**src/rtl/nw_align_emitter.sv**
```systemverilog
`default_nettype none
// ============================================================================
//  Module   : nw_align_emitter
//  Purpose  : Turns the Needleman-Wunsch traceback coordinate stream
//             ((LENGTH-1,LENGTH-1) down to (0,0)) into alignment columns
//             (character pair + gap flags), emitted end-to-start, while
//             accumulating score, match, gap and column counts on consumption.
//  Revision : 1.0  initial release
// ----------------------------------------------------------------------------
//  Ports
//    clk, reset          clock, synchronous active-high reset
//    s1, s2              packed strings, char i at [((LENGTH-1)-i)*CWIDTH +: CWIDTH]
//    in_valid/in_ready   coordinate handshake, in_x (column) / in_y (row)
//    col_valid/col_ready column handshake
//    col_c1, col_c2      column characters (0 on the gapped side)
//    col_gap1, col_gap2  gap in s1 / gap in s2
//    col_match, col_last equal diagonal / the (0,0) column
//    done                final column consumed (sticky until reset)
//    aln_score           signed running score (wraps at SWIDTH)
//    match_cnt, gap_cnt, col_cnt   consumed-column counters
//    err                 sticky path error (only with NW_ALIGN_PATH_CHECK_EN)
//  Build option
//    NW_ALIGN_PATH_CHECK_EN : adds path checking and the err output.
// ============================================================================
module nw_align_emitter #(
    parameter int LENGTH      = 10,
    parameter int CWIDTH      = 2,
    parameter int SWIDTH      = 16,
    parameter int CORD_LENGTH = 8,
    parameter int MATCH       = 1,
    parameter int MISMATCH    = -1,
    parameter int INDEL       = -1
) (
    input  logic                     clk,
    input  logic                     reset,
    input  logic [LENGTH*CWIDTH-1:0] s1,
    input  logic [LENGTH*CWIDTH-1:0] s2,
    input  logic                     in_valid,
    output logic                     in_ready,
    input  logic [CORD_LENGTH-1:0]   in_x,
    input  logic [CORD_LENGTH-1:0]   in_y,
    output logic                     col_valid,
    input  logic                     col_ready,
    output logic [CWIDTH-1:0]        col_c1,
    output logic [CWIDTH-1:0]        col_c2,
    output logic                     col_gap1,
    output logic                     col_gap2,
    output logic                     col_match,
    output logic                     col_last,
    output logic                     done,
    output logic [SWIDTH-1:0]        aln_score,
    output logic [CORD_LENGTH:0]     match_cnt,
    output logic [CORD_LENGTH:0]     gap_cnt,
    output logic [CORD_LENGTH:0]     col_cnt
`ifdef NW_ALIGN_PATH_CHECK_EN
    ,
    output logic                     err
`endif
);

    typedef enum logic [2:0] {
        ST_IDLE  = 3'd0,
        ST_HOLD  = 3'd1,
        ST_LAST  = 3'd2,
        ST_DRAIN = 3'd3,
        ST_DONE  = 3'd4
    } state_t;

    localparam logic [CORD_LENGTH:0] c_cnt_one = (CORD_LENGTH+1)'(1);
    localparam logic [SWIDTH-1:0]    c_match   = SWIDTH'(MATCH);
    localparam logic [SWIDTH-1:0]    c_mism    = SWIDTH'(MISMATCH);
    localparam logic [SWIDTH-1:0]    c_indel   = SWIDTH'(INDEL);

    state_t                  r_state, w_next;
    logic [CORD_LENGTH-1:0]  r_hx, r_hy;
    logic                    w_slot_free, w_consume, w_accept, w_bad;
    logic                    w_take, w_load, w_load_last;
    logic                    w_vert, w_horz, w_is_origin;
    logic [CWIDTH-1:0]       w_c1, w_c2;

    // Character i of a packed string; indices outside the string read as 0.
    function automatic logic [CWIDTH-1:0] char_at(input logic [LENGTH*CWIDTH-1:0] s,
                                                  input logic [CORD_LENGTH-1:0]   idx);
        char_at = '0;
        for (int i = 0; i < LENGTH; i++) begin
            if (idx == CORD_LENGTH'(i))
                char_at = s[((LENGTH-1)-i)*CWIDTH +: CWIDTH];
        end
    endfunction

    assign w_slot_free = !col_valid || col_ready;
    assign w_consume   = col_valid && col_ready;
    assign w_is_origin = (in_x == '0) && (in_y == '0);
    assign w_c1        = char_at(s1, r_hy);
    assign w_c2        = char_at(s2, r_hx);
    // The (0,0) column is always diagonal, so classification is bypassed then.
    assign w_vert      = !w_load_last && (in_x == r_hx) && (in_y < r_hy);
    assign w_horz      = !w_load_last && (in_y == r_hy) && (in_x < r_hx);
    assign done        = (r_state == ST_DONE);

`ifdef NW_ALIGN_PATH_CHECK_EN
    localparam logic [CORD_LENGTH:0]   c_len     = (CORD_LENGTH+1)'(LENGTH);
    localparam logic [CORD_LENGTH-1:0] c_top     = CORD_LENGTH'(LENGTH-1);
    localparam logic [CORD_LENGTH-1:0] c_maxstep = CORD_LENGTH'(1);
    logic r_err;

    assign err = r_err;

    always_comb begin
        w_bad = 1'b0;
        if (({1'b0, in_x} >= c_len) || ({1'b0, in_y} >= c_len))
            w_bad = 1'b1;
        else if (r_state == ST_IDLE)
            w_bad = (in_x != c_top) || (in_y != c_top);
        else if ((in_x >= r_hx) && (in_y >= r_hy))
            w_bad = 1'b1;
        else if (((in_x < r_hx) && ((r_hx - in_x) > c_maxstep)) ||
                 ((in_y < r_hy) && ((r_hy - in_y) > c_maxstep)))
            w_bad = 1'b1;
    end
`else
    assign w_bad = 1'b0;
`endif

    always_ff @(posedge clk) begin
        if (reset) r_state <= ST_IDLE;
        else       r_state <= w_next;
    end

    always_comb begin
        w_next      = r_state;
        in_ready    = 1'b0;
        w_accept    = 1'b0;
        w_take      = 1'b0;
        w_load      = 1'b0;
        w_load_last = 1'b0;
        case (r_state)
            ST_IDLE: in_ready = 1'b1;
            ST_HOLD: in_ready = w_slot_free;
            default: in_ready = 1'b0;
        endcase
`ifdef NW_ALIGN_PATH_CHECK_EN
        if (r_err) in_ready = 1'b0;
`endif
        w_accept = in_valid && in_ready;
        case (r_state)
            ST_IDLE: begin
                if (w_accept && !w_bad) begin
                    w_take = 1'b1;
                    w_next = w_is_origin ? ST_LAST : ST_HOLD;
                end
            end
            ST_HOLD: begin
                // The incoming coordinate resolves the direction of the held cell.
                if (w_accept && !w_bad) begin
                    w_take = 1'b1;
                    w_load = 1'b1;
                    w_next = w_is_origin ? ST_LAST : ST_HOLD;
                end
            end
            ST_LAST: begin
                if (w_slot_free) begin
                    w_load_last = 1'b1;
                    w_next      = ST_DRAIN;
                end
            end
            ST_DRAIN: begin
                if (w_consume) w_next = ST_DONE;
            end
            default: ;
        endcase
    end

    always_ff @(posedge clk) begin
        if (reset) begin
            r_hx      <= '0;
            r_hy      <= '0;
            col_valid <= 1'b0;
            col_c1    <= '0;
            col_c2    <= '0;
            col_gap1  <= 1'b0;
            col_gap2  <= 1'b0;
            col_match <= 1'b0;
            col_last  <= 1'b0;
            aln_score <= '0;
            match_cnt <= '0;
            gap_cnt   <= '0;
            col_cnt   <= '0;
`ifdef NW_ALIGN_PATH_CHECK_EN
            r_err     <= 1'b0;
`endif
        end else begin
            if (w_take) begin
                r_hx <= in_x;
                r_hy <= in_y;
            end
            if (w_load || w_load_last) begin
                col_valid <= 1'b1;
                col_last  <= w_load_last;
                col_gap1  <= w_horz;
                col_gap2  <= w_vert;
                col_c1    <= w_horz ? '0 : w_c1;
                col_c2    <= w_vert ? '0 : w_c2;
                col_match <= !w_horz && !w_vert && (w_c1 == w_c2);
            end else if (w_consume) begin
                col_valid <= 1'b0;
            end
            if (w_consume) begin
                col_cnt <= col_cnt + c_cnt_one;
                if (col_gap1 || col_gap2) begin
                    gap_cnt   <= gap_cnt + c_cnt_one;
                    aln_score <= aln_score + c_indel;
                end else if (col_match) begin
                    match_cnt <= match_cnt + c_cnt_one;
                    aln_score <= aln_score + c_match;
                end else begin
                    aln_score <= aln_score + c_mism;
                end
            end
`ifdef NW_ALIGN_PATH_CHECK_EN
            if (w_accept && w_bad) r_err <= 1'b1;
`endif
        end
    end

endmodule
`default_nettype wire

```
**config.mk**
```make
export PLATFORM = sky130hd
export DESIGN_NAME = nw_align_emitter
export DESIGN_NICKNAME = d
export VERILOG_FILES = /design/src/rtl/nw_align_emitter.sv
export SDC_FILE = /design/constraint.sdc
export NUM_CORES = 1
export LEC_CHECK = 0
export CAP_MARGIN = 20
export CORE_ASPECT_RATIO = 1.1
export CORE_UTILIZATION = 30
export DETAILED_ROUTE_END_ITERATION = 8
export PLACE_DENSITY = 0.66
export SETUP_SLACK_MARGIN = 0.15
export SYNTH_ARGS = -nofsm -noshare
export SYNTH_HDL_FRONTEND = slang
export SYNTH_SLANG_ARGS = --single-unit
```
**constraint.sdc**
```tcl
create_clock -name clk -period 1.9 [get_ports clk]
set_input_delay 0.38 -clock clk [delete_from_list [all_inputs] [get_ports clk]]
set_output_delay 0.38 -clock clk [all_outputs]
set_load 0.01 [all_outputs]
```
Word-level counts from Yosys, hierarchy flattened
Cells that the tools add are included.

Word-level logic and storage cells: 114. Output and inout bits: 54. Input port bits: 60. Register bits after elaboration: 71.

Reduce and logical (&&, ||, !) cells: 27. Bitwise operators: 1. Mux-type cells: 37. Equality and inequality tests: 28. Order comparisons: 2. $add $sub $neg: 5.

Operator list (count): $eq A8 B3 Y1 const B (8); $mux W2 (23); $eq A8 B2 Y1 const B (4); $eq A8 B4 Y1 const B (4); $logic_not A8 Y1 (4); $mux W16 (2); $add A9 B1 Y9 const B (3); $add A16 B1 Y16 const B (1); $add A16 B16 Y16 const B (1); $eq A8 B1 Y1 const B (2); $eq A8 B8 Y1 (2); $lt A8 B8 Y1 (2); $logic_and A1 B1 Y1 (9); $mux W3 (3); $pmux W3 S3 (1); $mux W1 (7); $eq A3 B2 Y1 const B (2); $logic_not A1 Y1 (4); $ne A2 B2 Y1 const B (2); $reduce_and A4 Y1 (1); $eq A3 B1 Y1 const B (1); $eq A3 B3 Y1 const B (1); $logic_not A3 Y1 (1); $logic_or A1 B1 Y1 (3); other kinds (9) (9).

Longest topological paths before layout
Gate-level depths: netlist (run 1).

Word-level depth: 13. Depth in mapped cells: 9. Gate-level depth less buffers: 8.

Least setup slack after synthesis (run 1)
OpenSTA, ideal clock, no wires.

Path kind: register to register. From: reg r_hx[4]. To: reg col_match. Setup time: 0.069 ns. Cell stages (with the launch flop): 7. Period minus slack after synthesis: 1.989 ns. Required time: 1.831 ns. Path buffers: 0. Slack: -0.089 ns. Arrival: 1.920 ns. Cells stage by stage: dfxtp_1 > or4_4 > or2_1 > or3_4 > a211oi_2 > o221ai_1 > o21ai_1.

Longest elaborated chain between the ends: 13. Elaborated cells on any way between the ends: 30. Classes of those cells: order compare (1); eq/ne (11); mux (10); reduce/logical (8).

RTL lines: from (decl) (line 75) `logic [CORD_LENGTH-1:0] r_hx, r_hy;`; from (signal assigned) (line 194) `r_hx <= in_x;`; $logic_not A8 Y1 (line 86) `if (idx == CORD_LENGTH'(i))`; $mux W2 (10 in series) (line 86); $eq A2 B2 Y1 (line 204) `col_match <= !w_horz && !w_vert && (w_c1 == w_c2);`; $logic_and A1 B1 Y1 * (line 204); to (signal assigned) (line 204); to (decl) (line 48) `output logic col_match,`.

Mark *: on every way between the ends. The rest lies on a longest branch, timed or not. A chain may end at the register's enable or synchronous reset.

Worst setup path in the final report (run 1)
Ends and elaborated chain as after synthesis.

==> metrics.md, run 1 <==
| Metric | Value |
|---|---|
| Status | finished with violations |
| Failing checks | setup timing |
| TritonCTS clock tree | built |
| Part of the cycle the worst path needs | 107% |
| CP max stage cell | or4_4 |
| Gr ovfl total | 0 |
| Power per Cell Area | 624 nW/µm² |
| Flop-to-flop setup slack | -140 ps |
| First-pass GRT wire length | 20000 µm |
| Max-slew headroom | 67.3% |
| Nets | 771 |
| Vias in the first global route | 4287 |
| Crit path max fanout | 4 |
| RSZ-0062 raised after global routing | yes |
| Antenna violations before repair | 0 |
| Internal | 0.00303 W |
| Post-Syn Nets | 587 |
| Synthesized flop and latch total | 71 |
| GRT Util Overall | 17.5% |
| Crit path depth | 6 |
| CTS Root Cell | clkbuf_16 |
| H-tree depth | 3 |
| Share of cells above drive strength 1 | 25.0% |
| Crit path DAT | 2300 ps |
| WL final | 12200 µm |
| Vias | 4322 |
| Commonest non-fill, non-tap cell in the layout | clkdlybuf4s50_1 |
| Leak Pwr | 2.56 nW |
| Final min period | 2040 ps |
| Post-route cell area | 6560 µm² |
| R2R Path Start | r_hx[4]$_SDFFE_PP0P_ |
| Sink Count | 71 |
| Maximum clock insertion buffer count | 2 |
| Post-CTS Hold Buffers | 0 |
| Net switching power | 0.00107 W |
| Max-slew violation total from the final report | 0 |
| N_diodes | 0 |
| Largest net degree at the start of global routing | 21 |
| GP Congestion | 0.860 |
| Initial Utilization | 30.9% |
| CTS clk-pin slew, worst paths | 60 ps |
| Detailed Place HPWL | 9600 µm |
| Post-route ant nets | 0 |
| Worst-case vdd ir drop | 0.000422 V |
| Worst-margin pin slew | 487 ps |
| Syn avg cell area | 8.14 µm² |
| Ys flop type | dfxtp_1 |
| Achievable Freq | 491 MHz |
| Vias per cell | 4.92 |
| DIE AREA | 14200 µm² |
| Req. time, crit path | 2170 ps |
| CP peak stage delay | 560 ps |
| Worst-path cell chain | or4_4 -> or2_1 -> or3_4 -> a211oi_2 -> o221ai_1 -> o21ai_1 |
| Hold EP | r_hx[1]$_SDFFE_PP0P_ |
| Critical path's top delay family | simple AND/OR/NAND/NOR gates |
| Distinct cell type count after synthesis | 59 |
| Sequential-to-total area share from yosys stat | 34.5% |
| Post-placement cell count | 854 |
| Mapped Area | 4120 µm² |
| Die Ht | 125 µm |
| Sequential Power Share | 38.7% |
| First DRT Iteration DRCs | 186 |
| PnR worst setup slack | -139 ps |
| Commonest cells after routing, fill and taps aside | clkdlybuf4s50_1, buf_4, nor2_1, dfxtp_1, nand2_1 |
| Final Hold Vio Count | 0 |
| Drt wl/cell | 13.9 µm |
| EDFF count, synth | 0 |
| Core box area | 13300 µm² |
| Row cnt | 44 |
| Latest clock arrival within the worst-skew pair | 340 ps |
| Reg-to-reg critical path endpoint | col_match$_SDFFE_PP0P_ |
| Hold path start | in_x[1] |
| DRT Pass-1 Iters | 4 |
| Gate power share | 19.4% |
| Total CTS buffers | 9 |
| Port bufs | 113 |
| DRC viols | 0 |
| Area growth, synth to finish | 59.3% |
| Critical Path Sink Type | flip-flop |
| Die Width | 114 µm |
| Hold/Removal Path Class | primary input to flip-flop |
| I/O Pins | 114 |
| Switching Share | 26.1% |
| Worst Path Buf+Inv | 0 |
| Max cap viols | 0 |
| Synthesis Warnings | 0 |
| Post-Syn Instances | 506 |
| Dpl cell area | 5980 µm² |
| Clock Skew | 9.61 ps |
| Reg2Reg Depth | 6 |
| Filler instances | 1269 |
| CP Launch Type | flip-flop |
| Post-synth ARST share | 0% |
| Clock network power share | 41.9% |
| Count of final setup violators | 2 |
| Hold path cells | 3 |
| Crit Path Category | flip-flop to flip-flop |
| Post-route insts no fill | 879 |
==> cell families after synthesis <==
family	Yosys count	synth area share, %
DFF	71	34.5
AOI/OAI and AO/OA	95	14.6
and+or+nand+nor	213	26.4
xor gates and xnor gates	33	7.02
buffers and inverters	48	4.40
muxes	25	6.68
adders and majority gates	21	6.38
==> per-stage QoR <==
stage          util, %  hold slack, ps  power, W  setup TNS (ps)  setup WS, ps
2_1_floorplan        -             476   0.00198               0          23.3
4_1_cts           48.4             412   0.00412            -207          -134
3_3_place_gp      44.9             450   0.00234           -7270          -432
3_5_place_dp      44.9             456   0.00236           -8010          -571
5_1_grt           49.3             414   0.00429            -542          -203
6_report          49.3             382   0.00410            -199          -139
==> sequential cells by signal (all words and copies together), names as in the netlist <==
register   flops
col_valid      1
aln_score     16
col_match      1
col_c1         2
col_gap1       1
r_state        3
col_last       1
col_cnt        9
col_gap2       1
gap_cnt        9
match_cnt      9
r_hy           8
r_hx           8
col_c2         2
==> worst max-delay path by stage <==
| stage | from | to | slack (ps) |
|---|---|---|---|
| floorplan | r_hx[4]$_SDFFE_PP0P_ | col_match$_SDFFE_PP0P_ | 20 |
| global placement | in_y[6] | col_match$_SDFFE_PP0P_ | -430 |
| detailed placement | in_y[5] | col_match$_SDFFE_PP0P_ | -570 |
| CTS | r_hx[4]$_SDFFE_PP0P_ | col_match$_SDFFE_PP0P_ | -130 |
| global route | r_hx[4]$_SDFFE_PP0P_ | col_match$_SDFFE_PP0P_ | -200 |
| finish | r_hx[4]$_SDFFE_PP0P_ | col_match$_SDFFE_PP0P_ | -140 |
==> metal layers <==
metal / wire length (µm) / up-vias / track usage (%) / share of wire (%)
met3: 413 / 22 / 2.87 / 3.4
li1: - / 2175 / - / -
met1: 5350 / 2043 / 20.0 / 44
met4: 264 / 0 / 7.28 / 2.2
met5: 0 / - / 0 / 0
met2: 6150 / 82 / 31.8 / 50
==> cell type report <==
| type | count | area (µm²) | area share [%] |
|---|---|---|---|
| tap | 184 | 230 | 3.51 |
| multi-input combinational | 387 | 2730 | 41.6 |
| clock buffer | 11 | 243 | 3.70 |
| sequential | 71 | 1470 | 22.4 |
| inverter | 26 | 97.6 | 1.49 |
| timing repair buffer | 195 | 1740 | 26.4 |
| clock inverter | 5 | 57.6 | 0.877 |
==> tightest hold or removal path, stage by stage <==
cell            delay [ps]
dlymetal6s2s_1         130
mux2i_1                 80
nor2_1                  80
==> synth_stat cells, drive strengths merged (2+ instances only) <==
library cell  count  area, µm²
nor2             77        292
dfxtp            71       1420
nand2            39        146
a21oi            31        155
inv              26       97.6
o21ai            25        125
mux2i            23        230
ha               21        263
xor2             20        175
clkbuf           19       71.3
nand4            18        113
xnor2            13        114
or3              12       80.1
nor4             11       68.8
nand3             9       45.0
a211oi            7       57.6
nor2b             7       43.8
nor3              7       40.0
o211ai            7       52.6
and3              6       37.5
nor3b             4       35.0
a31oi             3       18.8
and2              3       18.8
buf               3       12.5
nand2b            3       18.8
o211a             3       30.0
or3b              3       26.3
or4               3       26.3
a22oi             2       15.0
and3b             2       17.5
and4              2       17.5
mux4              2       45.0
nor4bb            2       20.0
o21a              2       15.0
o21bai            2       15.0
o221ai            2       17.5
o32ai             2       17.5
==> power by group through the flow <==
stage	combinational (W)	clock [W]	sequential (W)
6_report	0.000794	0.00172	0.00159
5_1_grt	0.000874	0.00182	0.00159
4_1_cts	0.000776	0.00175	0.00158
3_5_place_dp	0.000743	0	0.00161
3_3_place_gp	0.000725	0	0.00161
2_1_floorplan	0.000370	0	0.00161
==> repair_timing <==
action                     4_1_cts  5_1_grt
setup endpoints to repair       28       27
cloned                           0        0
setup buffers                    6        3
pin swaps                       25       13
gates resized for setup         69       25
(Power assumes the default switching activity.)
==> run 2: changes to the inputs <==
--- a/config.mk
+++ b/config.mk
@@ -11,6 +11,7 @@
 export DETAILED_ROUTE_END_ITERATION = 8
 export PLACE_DENSITY = 0.66
 export SETUP_SLACK_MARGIN = 0.15
+export SKIP_CTS_REPAIR_TIMING = 1
 export SYNTH_ARGS = -nofsm -noshare
 export SYNTH_HDL_FRONTEND = slang
 export SYNTH_SLANG_ARGS = --single-unit
==> metrics.md, run 2 (synthesis results as in run 1) <==
| Metric | Value |
|---|---|
| Max-slew violation total from the final report | 0 (unchanged) |
| Max-slew headroom | 68.0% (+0.74 points) |
| Commonest cells after routing, fill and taps aside | clkdlybuf4s50_1, nor2_1, buf_4, dfxtp_1, nand2_1 |
| WL final | 12200 µm (+0.39%) |
| Detailed Place HPWL | 9600 µm (unchanged) |
| Fin util | 49.6% (+0.39 points) |
| Crit path max fanout | 4 (unchanged) |
| Total CTS buffers | 9 (unchanged) |
| Power per Cell Area | 619 nW/µm² (-0.89%) |
| Part of the cycle the worst path needs | 107% (-0.48 points) |
| Share of cells above drive strength 1 | 24.1% (-0.98 points) |
| Maximum clock insertion buffer count | 2 (unchanged) |
| Worst-case vdd ir drop | 0.000423 V (+0.34%) |
| Post-route cell area | 6610 µm² (+0.78%) |
| Max FFs per register | 16 (unchanged) |
| Leak Pwr | 2.70 nW (+5.6%) |
| CP Launch Type | flip-flop |
| Top reg by flops | aln_score |
| Area growth, synth to finish | 60.6% |
| Post-route ant nets | 0 (unchanged) |
| First-pass GRT wire length | 19500 µm (-2.3%) |
| Die Ht | 125 µm (unchanged) |
| GP Congestion | 0.860 (unchanged) |
| TritonCTS clock tree | built |
| Status | finished with violations |
| Post-placement cell count | 854 (unchanged) |
| Vias in the first global route | 4203 (-2.0%) |
| First DRT Iteration DRCs | 169 (-9.1%) |
| Post-route insts no fill | 874 (-0.57%) |
| CP max stage cell | or4_4 |
| Largest net degree at the start of global routing | 21 (unchanged) |
| PnR worst setup slack | -129 ps (+9.16 ps) |
| CP peak stage delay | 560 ps (about the same) |
| Dpl cell area | 5980 µm² (unchanged) |
| Critical Path Sink Type | flip-flop |
| Sink Count | 71 (unchanged) |
| RSZ-0062 raised after global routing | yes |
| Drt wl/cell | 14.0 µm (+0.96%) |
| Final Hold Vio Count | 0 (unchanged) |
| Gr ovfl total | 0 (unchanged) |
| Critical path's top delay family | simple AND/OR/NAND/NOR gates |
| GRT Util Overall | 17.1% (-0.38 points) |
| Nets | 766 (-0.65%) |
| Vias per cell | 4.92 (about the same) |
| Port bufs | 113 (unchanged) |
| Worst-path cell chain | or4_4 -> or2_1 -> or3_4 -> a211oi_2 -> o221ai_1 -> o21ai_1 |
| Failing checks | setup timing |
| Achievable Freq | 493 MHz (+0.45%) |
| H-tree depth | 3 (unchanged) |
| Row cnt | 44 (unchanged) |
| Worst Path Buf+Inv | 0 (unchanged) |
| DRT Pass-1 Iters | 4 (unchanged) |
| Max cap viols | 0 (unchanged) |
| Core box area | 13300 µm² (unchanged) |
| CTS Root Cell | clkbuf_16 |
| Final min period | 2030 ps (-9.16 ps) |
| CTS clk-pin slew, worst paths | 60 ps (about the same) |
| I/O Pins | 114 (unchanged) |
| Die Width | 114 µm (unchanged) |
| Crit path DAT | 2290 ps (about the same) |
| Worst-margin pin slew | 477 ps (-9.42 ps) |
| Req. time, crit path | 2160 ps (about the same) |
| DIE AREA | 14200 µm² (unchanged) |
| Clock Skew | 8.50 ps (-1.11 ps) |
| Vias | 4296 (-0.60%) |
| N_diodes | 0 (unchanged) |
| Count of final setup violators | 2 (unchanged) |
| Initial Utilization | 30.9% (unchanged) |
| DRC viols | 0 (unchanged) |
| Hold/Removal Path Class | primary input to flip-flop |
| Commonest non-fill, non-tap cell in the layout | clkdlybuf4s50_1 |
| Crit Path Category | flip-flop to flip-flop |
| Latest clock arrival within the worst-skew pair | 340 ps (about the same) |
| Antenna violations before repair | 0 (unchanged) |
[run 2: cell count changes in the layout (fill, tap and decap cells not counted), sizes merged]
cell          change
buf               -6
dlymetal6s2s     +20
dlygate4sd2      -19
[run 2: tightest hold or removal path, delay by kind of cell]
kind | cells | cell delay [ps]
buffers and inverters | 1 | 140
AND/OR/NAND/NOR | 1 | 80
multiplexers | 1 | 90
[run 2: through the flow]
| step | setup TNS [ps] | worst slack [ps] | hold slack (ps) | power [W] |
|---|---|---|---|---|
| floorplan | 0 | 23.3 | 476 | 0.00198 |
| global placement | -7270 | -432 | 450 | 0.00234 |
| detailed placement | -8010 | -571 | 456 | 0.00236 |
| CTS | -1430 | -366 | 412 | 0.00408 |
| global route | -563 | -192 | 428 | 0.00429 |
| finish | -133 | -129 | 401 | 0.00409 |
[run 2: final timing paths]
check                                       startpoint                     end  slack (ps)  cells past startpoint
worst max-delay path              r_hx[4]$_SDFFE_PP0P_  col_match$_SDFFE_PP0P_        -130                      6
worst min-delay path                           in_x[1]    r_hx[1]$_SDFFE_PP0P_         400                      3
worst max register to register    r_hx[4]$_SDFFE_PP0P_  col_match$_SDFFE_PP0P_        -130                      6
worst min register to register  col_c2[1]$_SDFFE_PP0P_  col_c2[1]$_SDFFE_PP0P_         460                      2
[run 2: where the power goes]
part	total (W)	internal, W	switching (W)
clock	0.00171	0.00105	0.000657
combinational	0.000798	0.000444	0.000354
sequential	0.00159	0.00154	0.0000513
total	0.00409	0.00303	0.00106
[run 2: final cells by class]
class	count	area, µm²
tap	184	230
multi-input combinational	387	2750
sequential	71	1470
clock buffer	11	243
timing repair buffer	190	1770
clock inverter	5	57.6
inverter	26	97.6
fill	1251	6710
[run 2: layer usage]
layer  track usage, %  vias up  part of all wire (%)
met5                0        -                     0
li1                 -     2164                     -
met2             31.2       90                    51
met1             19.8     2028                    44
met3             2.77       14                   3.8
met4             6.42        0                   1.2
==> run 3: changes to the inputs <==
--- a/config.mk
+++ b/config.mk
@@ -9,7 +9,9 @@
 export CORE_ASPECT_RATIO = 1.1
 export CORE_UTILIZATION = 30
 export DETAILED_ROUTE_END_ITERATION = 8
+export GPL_ROUTABILITY_DRIVEN = 0
 export PLACE_DENSITY = 0.66
+export RECOVER_POWER = 50
 export SETUP_SLACK_MARGIN = 0.15
 export SKIP_CTS_REPAIR_TIMING = 1
 export SYNTH_ARGS = -nofsm -noshare
==> metrics.md, run 3 (synthesis results as in run 1) <==
| Metric | Value |
|---|---|
| R2R Path Start | r_hx[4]$_SDFFE_PP0P_ |
| Largest net degree at the start of global routing | 19 (-9.5%) |
| Die Ht | 125 µm (unchanged) |
| Max FFs per register | 16 (unchanged) |
| Drt wl/cell | 14.1 µm (+0.65%) |
| Part of the cycle the worst path needs | 105% (-2.1 points) |
| Vias in the first global route | 4253 (+1.2%) |
| Leak Pwr | 2.64 nW (-2.3%) |
| Multi-input combinational cell area | 2760 µm² (+0.50%) |
| CTS Root Cell | clkbuf_16 |
| CTS clk-pin slew, worst paths | 50 ps (about the same) |
| Latest clock arrival within the worst-skew pair | 340 ps (about the same) |
| Crit path DAT | 2270 ps (-20 ps) |
| Top reg by flops | aln_score |
| I/O Pins | 114 (unchanged) |
| Nets | 769 (+0.39%) |
| CP Launch Type | flip-flop |
| Met2 wire len | 6370 µm (+1.3%) |
| Post-route ant nets | 0 (unchanged) |
| Gr ovfl total | 0 (unchanged) |
| Max Used Layer | met4 |
| N_diodes | 0 (unchanged) |
| Routed length on met1 | 5290 µm (-0.62%) |
| Crit Path Category | flip-flop to flip-flop |
| DRT Pass-1 Iters | 4 (unchanged) |
| WL met3 | 431 µm (-7.3%) |
| Failing checks | setup timing |
| Antenna violations before repair | 0 (unchanged) |
| Max cap viols | 0 (unchanged) |
| Status | finished with violations |
| Crit path max fanout | 4 (unchanged) |
| Vias per cell | 5.05 (+2.7%) |
| Setup TNS | -90.0 ps (+43.1 ps) |
| Detailed Place HPWL | 9300 µm (-3.1%) |
| Power per Cell Area | 633 nW/µm² (+2.4%) |
| PnR worst setup slack | -90.0 ps (+39.4 ps) |
| Commonest cells after routing, fill and taps aside | clkdlybuf4s50_1, nor2_1, buf_4, dfxtp_1, nand2_1 |
| Req. time, crit path | 2180 ps (+20 ps) |
| Final Hold Vio Count | 0 (unchanged) |
| Vias | 4425 (+3.0%) |
| Max-slew violation total from the final report | 0 (unchanged) |
| Commonest non-fill, non-tap cell in the layout | clkdlybuf4s50_1 |
| Initial Utilization | 30.9% (unchanged) |
| Clock Skew | 4.40 ps (-4.10 ps) |
| Count of final setup violators | 1 (-1) |
| Fin util | 49.4% (-0.22 points) |
| First-pass GRT wire length | 19700 µm (+0.95%) |
| Sink Count | 71 (unchanged) |
| Total CTS buffers | 9 (unchanged) |
| Worst-case vdd ir drop | 0.000385 V (-8.9%) |
| DRC viols | 0 (unchanged) |
| GRT Util Overall | 17.3% (+0.19 points) |
| Sequential Area | 1460 µm² (-0.43%) |
| Achievable Freq | 503 MHz (+2.0%) |
| Die Width | 114 µm (unchanged) |
| RSZ-0062 raised after global routing | yes |
| Max-slew headroom | 63.0% (-5.0 points) |
| WL final | 12300 µm (+1.0%) |
| CP startpoint | r_hx[4]$_SDFFE_PP0P_ |
| Maximum clock insertion buffer count | 2 (unchanged) |
| Hold path start | in_x[1] |
| Area growth, synth to finish | 59.9% |
| Final min period | 1990 ps (-39.4 ps) |
| Port bufs | 113 (unchanged) |
| TritonCTS clock tree | built |
| Row cnt | 44 (unchanged) |
| Share of cells above drive strength 1 | 22.5% (-1.5 points) |
| Hold/Removal Path Class | primary input to flip-flop |
| Core box area | 13300 µm² (unchanged) |
| DIE AREA | 14200 µm² (unchanged) |
| First DRT Iteration DRCs | 269 (+59%) |
| Filler instances | 1269 (+1.4%) |
| Worst-margin pin slew | 551 ps (+73.2 ps) |
| H-tree depth | 3 (unchanged) |
| Critical Path Sink Type | flip-flop |
==> run 3: final timing paths <==
kind	to	slack, ps	cells after the start
setup / recovery	col_match$_SDFFE_PP0P_	-90	6
hold / removal	r_hx[1]$_SDFFE_PP0P_	390	3
setup reg to reg	col_match$_SDFFE_PP0P_	-90	6
hold reg to reg	col_c1[1]$_SDFFE_PP0P_	450	2
==> run 3: per-layer routing <==
layer	global-route usage, %	vias up
met5	0	-
met4	8.28	0
met3	3.02	20
met2	30.4	106
met1	20.1	2122
li1	-	2177
==> run 3: power by group <==
part           switching [W]  internal, W
registers          0.0000487      0.00153
logic               0.000374     0.000463
clock network       0.000627      0.00112
total                0.00105      0.00312
==> run 3: stage by stage <==
step	hold slack, ps	worst slack (ps)	std cells	power, W	area [µm²]
after floorplan	476	23.3	506	0.00198	4190
after global placement	455	-430	854	0.00233	5980
after detailed placement	460	-496	854	0.00236	5980
after CTS	417	-391	870	0.00414	6290
after global routing	429	-138	877	0.00436	6590
final	393	-90.0	877	0.00417	6590
==> run 3: worst max-delay path: stages, from the launching register on <==
cell and delay, ps:
dfxtp_1 310, or4_4 570, or2_4 260, or3_4 350, a211oi_2 180, o221ai_1 130
o21ai_1 130
==> run 3: cell type report <==
cell class / count / share of cell area [%]
sequential: 71 / 22.2
inverter: 26 / 1.48
timing repair buffer: 193 / 26.2
clock inverter: 2 / 0.570
multi-input combinational: 387 / 41.9
tap: 184 / 3.50
clock buffer: 14 / 4.16
